File: config.mk
export PLATFORM = sky130hd
export DESIGN_NAME = seq_bit_serializer
export DESIGN_NICKNAME = d
export VERILOG_FILES = /design/src/rtl/seq_pkg.sv /design/src/rtl/seq_bit_serializer.sv
export SDC_FILE = /design/constraint.sdc
export NUM_CORES = 1
export LEC_CHECK = 0
export ABC_AREA = 1
export CAP_MARGIN = 40
export CORE_UTILIZATION = 48
export DETAILED_ROUTE_END_ITERATION = 10
export PLACE_DENSITY = 0.83
export SLEW_MARGIN = 0
export SYNTH_ARGS = -nofsm -noshare
export SYNTH_HDL_FRONTEND = slang
export SYNTH_SLANG_ARGS = --single-unit
File: constraint.sdc
create_clock -name clk -period 1.5 [get_ports clk]
set_input_delay 0.3 -clock clk [delete_from_list [all_inputs] [get_ports clk]]
set_output_delay 0.3 -clock clk [all_outputs]
set_load 0.01 [all_outputs]
File: src/rtl/seq_pkg.sv
// Shared state and constant definitions for the sequence-detector path
// (serializer front end and detector).
package seq_pkg;

    typedef enum logic [1:0] {
        S_IDLE  = 2'b00,
        S_SHIFT = 2'b01,
        S_PAR   = 2'b10
    } ser_state_t;

    localparam logic SER_IDLE_DEFAULT = 1'b0;

endpackage

File: src/rtl/seq_bit_serializer.sv
// Parallel-to-serial front end feeding the sequence detector's x input.
// Optional even-parity bit after each word when SEQ_SER_PARITY_EN is defined.
module seq_bit_serializer
    import seq_pkg::*;
#(
    parameter int unsigned WIDTH      = 8,
    parameter bit          MSB_FIRST  = 1'b1,
    parameter logic        IDLE_LEVEL = SER_IDLE_DEFAULT
) (
    input  logic             clk,
    input  logic             reset,
    input  logic [WIDTH-1:0] in_data,
    input  logic             in_valid,
    output logic             in_ready,
    output logic             ser_out,
    output logic             ser_valid,
    output logic             word_done,
    output logic             busy
);

    localparam int unsigned     CntW    = $clog2(WIDTH + 1);
    localparam logic [CntW-1:0] LastCnt = CntW'(WIDTH - 1);

    ser_state_t       state_q, state_d;
    logic [CntW-1:0]  cnt_q, cnt_d;
    // Holds the bits still to be sent; the bit on ser_out has already left it.
    logic [WIDTH-1:0] shift_q, shift_d;
    logic             ser_out_q, ser_out_d;
    logic             ser_valid_q, ser_valid_d;
    logic             word_done_q, word_done_d;
    logic             last_bit;
    logic             accept;
`ifdef SEQ_SER_PARITY_EN
    logic             par_q, par_d;
`endif

    function automatic logic head(input logic [WIDTH-1:0] w);
        return MSB_FIRST ? w[WIDTH-1] : w[0];
    endfunction

    function automatic logic [WIDTH-1:0] drop_head(input logic [WIDTH-1:0] w);
        return MSB_FIRST ? {w[WIDTH-2:0], 1'b0} : {1'b0, w[WIDTH-1:1]};
    endfunction

    assign last_bit = (state_q == S_SHIFT) && (cnt_q == LastCnt);

`ifdef SEQ_SER_PARITY_EN
    assign in_ready = (state_q == S_IDLE) || (state_q == S_PAR);
`else
    assign in_ready = (state_q == S_IDLE) || last_bit;
`endif

    assign accept = in_valid && in_ready;

    always_comb begin
        state_d     = state_q;
        cnt_d       = cnt_q;
        shift_d     = shift_q;
        ser_out_d   = IDLE_LEVEL;
        ser_valid_d = 1'b0;
        word_done_d = 1'b0;
`ifdef SEQ_SER_PARITY_EN
        par_d       = par_q;
`endif
        if (accept) begin
            state_d     = S_SHIFT;
            cnt_d       = '0;
            shift_d     = drop_head(in_data);
            ser_out_d   = head(in_data);
            ser_valid_d = 1'b1;
`ifdef SEQ_SER_PARITY_EN
            par_d       = ^in_data;
`endif
        end else if (state_q == S_SHIFT) begin
            if (!last_bit) begin
                cnt_d       = cnt_q + 1'b1;
                shift_d     = drop_head(shift_q);
                ser_out_d   = head(shift_q);
                ser_valid_d = 1'b1;
`ifdef SEQ_SER_PARITY_EN
                word_done_d = 1'b0;
`else
                word_done_d = (cnt_d == LastCnt);
`endif
            end else begin
`ifdef SEQ_SER_PARITY_EN
                state_d     = S_PAR;
                ser_out_d   = par_q;
                ser_valid_d = 1'b1;
                word_done_d = 1'b1;
`else
                state_d     = S_IDLE;
                cnt_d       = '0;
`endif
            end
        end else if (state_q == S_PAR) begin
            state_d = S_IDLE;
            cnt_d   = '0;
        end
    end

    always_ff @(posedge clk or posedge reset) begin
        if (reset) begin
            state_q     <= S_IDLE;
            cnt_q       <= '0;
            shift_q     <= '0;
            ser_out_q   <= IDLE_LEVEL;
            ser_valid_q <= 1'b0;
            word_done_q <= 1'b0;
        end else begin
            state_q     <= state_d;
            cnt_q       <= cnt_d;
            shift_q     <= shift_d;
            ser_out_q   <= ser_out_d;
            ser_valid_q <= ser_valid_d;
            word_done_q <= word_done_d;
        end
    end

`ifdef SEQ_SER_PARITY_EN
    always_ff @(posedge clk or posedge reset) begin
        if (reset) begin
            par_q <= 1'b0;
        end else begin
            par_q <= par_d;
        end
    end
`endif

    assign ser_out   = ser_out_q;
    assign ser_valid = ser_valid_q;
    assign word_done = word_done_q;
    assign busy      = (state_q != S_IDLE);

endmodule

Word-level counts from Yosys, hierarchy flattened
Cells that the tools add are included.

operators by class
  add/sub/neg operators = 1
  eq/ne operators = 6
  mux-type cells = 20
  reductions and logical operators = 9

operators with widths
  operator                                       number
  two-way mux 8 bit                              3
  two-way mux 4 bit                              4
  two-way mux 1 bit                              9
  == test 4 x 3 -> 1 bit, second input constant  2
  two-way mux 2 bit                              4
  adder 4 x 1 -> 4 bit, second input constant    1
  AND reduction 2 bit                            2
  nonzero test 2 bit                             2
  != test 3 bit, second input constant           1
  nonzero test 3 bit                             1
  == test 2 x 1 -> 1 bit, second input constant  1
  == test 2 bit, second input constant           1
  logical AND 1 bit                              2
  logical NOT 2 bit                              1
  != test 2 x 1 -> 1 bit, second input constant  1
  logical OR 1 bit                               1

storage, ports and cells
  flip-flop bits (word level) = 17
  input port bits = 11
  output and inout port bits = 5
  word-level logic and storage cells = 42

Depth between registers and ports, before layout
Gate-level depths: netlist of run 1.

  word-level depth = 6
  depth in mapped cells = 6

Worst setup path after synthesis of run 1
Ideal clock, no wire load.

  kind = flip-flop to output port
  start = register cnt_q[1]
  end = output in_ready
  data arrival time = 0.946 ns
  path slack = 0.254 ns
  cell stages (with the launch flop) = 5
  path through = dfrtp_1 -> ha_1 -> nand3_2 -> nand2_4 -> buf_12

between the ends
  word-level cells in the longest chain between the ends = 3

ends and longest elaborated chain
  what                    RTL line                   text
  from (decl)             seq_bit_serializer.sv:25   logic [CntW-1:0] cnt_q, cnt_d;
  from (signal assigned)  seq_bit_serializer.sv:112  cnt_q <= cnt_d;
  == test 4 x 3 -> 1 bit  seq_bit_serializer.sv:45   assign last_bit = (state_q == S_SHIFT) && (cnt_q == LastCnt);
  logical AND 1 bit       seq_bit_serializer.sv:45
  logical OR 1 bit        seq_bit_serializer.sv:50   assign in_ready = (state_q == S_IDLE) || last_bit;
  to (decl)               seq_bit_serializer.sv:14   output logic in_ready,

No other way between the ends.

Final worst setup path of run 1
  start = register ser_out_q (netlist: ser_out)
  end = output ser_out

RTL lines
  what                    RTL line                   text
  from (decl)             seq_bit_serializer.sv:28   logic ser_out_q, ser_out_d;
  from (signal assigned)  seq_bit_serializer.sv:114  ser_out_q <= ser_out_d;
  to (decl)               seq_bit_serializer.sv:15   output logic ser_out,

No word-level cell between the ends.

==> reports/results.txt, run 1 <==
Max VDD drop - 0.903 mV
status - completed
share of power burned in the clock network - 12.9%
global placement routability congestion - 0.749
reg2reg path depth - 7
Lkg Pwr - 0.512 nW
Crit. End Element - primary output
most common cell after layout, fill and taps aside - nand2_1
WP depth - 1
count of final setup violators - 0
Worst-path clk slew - 0.10 ns
die height - 42.2 um
CTS root buffer - clkbuf_4
critical path cell sequence - clkdlybuf4s50_1
sequential area share after synthesis - 48.4%
worst min-delay path class - input pin to asynchronous set/reset pin
Setup crit end - ser_out
GR Util All Layers - 18.5%
PwrDens - 1710 nW/um2
core box area - 1510 um2
cell with the largest stage delay on the worst path - clkdlybuf4s50_1
clock buffer depth - 2
Comb pwr share - 51.1%
Clk Latency, worst-skew pair - 0.28 ns
Flop pwr share - 35.9%
crit start category - flip-flop
TritonCTS buffer count - 3
synthesized net count - 93
Num Clock Sinks - 15
type of the worst setup path - flip-flop to primary output
reg2reg end - cnt_q[3]$_DFFE_PP0P_
Final Critical Period - 1.43 ns
CP max stage delay - 0.52 ns
placed wire-length estimate - 1.07 mm
DRT antenna net count - 0
DR iter-0 viols - 15
Net Switching - 682 uW
CP Launch Point - ser_out$_DFF_PP0_
drc violations - 0
area grow syn2layout - 33.7%
max-cap violations - 0
proportion of layout cells with a drive suffix above 1 - 29.6%
Worst Path Buf+Inv - 1
FF-to-FF setup slack - 0.20 ns
max-slew violation count - 0
Pre-Repair DR Iteration Count - 4
Slew @ Worst Pin - 0.219 ns
IO Port Bufs - 15
initial antenna violation count - 0
Yosys warnings - 0
Critical R2R Launch - cnt_q[0]$_DFFE_PP0P_
synthesized instance count - 80
Std-Cell Rows - 14
initial core utilization - 51.5%
die width - 42.2 um
Tcrit/Tclk final - 95.6%
area of the multi-input gates - 334 um2
die area - 1780 um2
Hold Fails Final Rpt - 0
FF/Latch Area - 375 um2
clk_skew - 0.00894 ns
Final nets - 122
#FFs+latches synth - 15
Yosys cell types - 16
drt total wl - 1.39 mm
H-tree Lvls - 1
Slew headroom - 85.2%
io pins - 16
Critical Path RT - 1.20 ns
synthesized area - 776 um2
Top Family by Delay on Critical Path - buffers and inverters
placed cell areas - 995 um2
vias per cell - 5.10
Fillers - 115
commonest non-fill, non-tap cells in the layout - 18 x nand2_1, 15 x nand3_1, 15 x dfrtp_1, 13 x clkdlybuf4s50_1, 11 x buf_4
Mean Syn Cell Area - 9.70 um2
number of diodes - 0
critical path arrival - 1.13 ns
Peak Freq - 697 MHz
worst-path fanout max - 1
post-route cell area - 1040 um2
RSZ-0062 raised after global routing - no
Vias - 632
internal power - 1.09 mW
switch share - 38.4%
GR Overflow Total - 0
vias in the first global route - 628
global-route wire length before repair - 2.57 mm
total power - 1.78 mW
Routed WL per cell - 11.2 um
largest net degree at the start of global routing - 19
CTS tree - done
## Yosys cell counts, drive strengths merged
library cell | number | area [um2]
clkbuf | 1 | 7.51
nand4 | 1 | 6.26
nor2 | 2 | 17.5
dfrtp | 15 | 375
nor3 | 1 | 5.00
buf | 2 | 31.3
nand3 | 25 | 175
nand2 | 19 | 78.8
inv | 8 | 30.0
ha | 2 | 25.0
o21ai | 4 | 23.8
## sequential cells by signal, summed over array words and instances (netlist names)
register	cells
ser_out	1
shift_q	7
cnt_q	4
ser_valid	1
word_done	1
state_q	1
## what timing repair did
action,CTS,global route
cloned,0,0
gates resized for setup,5,1
pin swaps,0,0
hold buffers,0,0
buffers inserted,2,0
setup endpoints to repair,2,1
## cell type report
cell class                 count  share of cell area (%)
multi-input combinational     54                    32.2
inverter                       8                    2.90
clock inverter                 1                   0.483
tap                           16                    1.93
clock buffer                   3                    2.17
timing repair buffer          27                    24.1
sequential                    15                    36.2
## through the flow
stage	TNS (ns)	hold slack, ns	util [%]	setup WS (ns)	std cells
floorplan	0	0.201	-	0.254	80
global placement	-0.0123	0.468	66.0	-0.0123	118
detailed placement	-0.0128	0.483	66.0	-0.0128	118
CTS	0	0.313	68.7	0.00497	124
global route	0	0.347	68.9	0.0130	124
finish	0	0.308	68.9	0.0659	124
## cells by family after synthesis
kind of cell             after synthesis  synth area share, %
buffers and inverters                 11                 8.87
adder cells (fa/ha/maj)                2                 3.23
flip-flops                            15                 48.4
AO/OA/AOI/OAI                          4                 3.06
AND/OR/NAND/NOR                       48                 36.5
## power groups by stage
stage / sequential [mW] / combinational (mW) / clock (mW)
3_3_place_gp: 0.647 / 0.854 / 0
2_1_floorplan: 0.687 / 0.541 / 0
3_5_place_dp: 0.654 / 0.894 / 0
4_1_cts: 0.640 / 0.921 / 0.239
6_report: 0.638 / 0.909 / 0.230
5_1_grt: 0.660 / 1.02 / 0.252
## metal layers
layer  vias to the layer above  routed length (um)  track usage, %
met1                       293                 608            24.3
li1                        320                   -               -
met3                         0                  61            2.59
met4                         0                   0            3.75
met5                         -                   0               0
met2                        19                 715            32.6
## worst min path at each step
stage	start	endpoint	slack (ns)	depth (start not counted)
finish	reset	ser_out$_DFF_PP0_	0.31	3
floorplan	reset	cnt_q[0]$_DFFE_PP0P_	0.20	1
global placement	shift_q[7]$_DFFE_PP0P_	ser_out$_DFF_PP0_	0.47	2
CTS	reset	ser_out$_DFF_PP0_	0.31	3
detailed placement	shift_q[2]$_DFFE_PP0P_	shift_q[3]$_DFFE_PP0P_	0.48	2
global route	reset	ser_out$_DFF_PP0_	0.35	3
(Power assumes the default switching activity.)
==> run 2: changes to the inputs <==
--- a/config.mk
+++ b/config.mk
@@ -6,6 +6,7 @@
 export NUM_CORES = 1
 export LEC_CHECK = 0
 export ABC_AREA = 1
+export ABC_CLOCK_PERIOD_IN_PS = 1500
 export CAP_MARGIN = 40
 export CORE_UTILIZATION = 48
 export DETAILED_ROUTE_END_ITERATION = 10
==> results of run 2 <==
No change in the layout: final DEF, timing and power equal those of run 1.
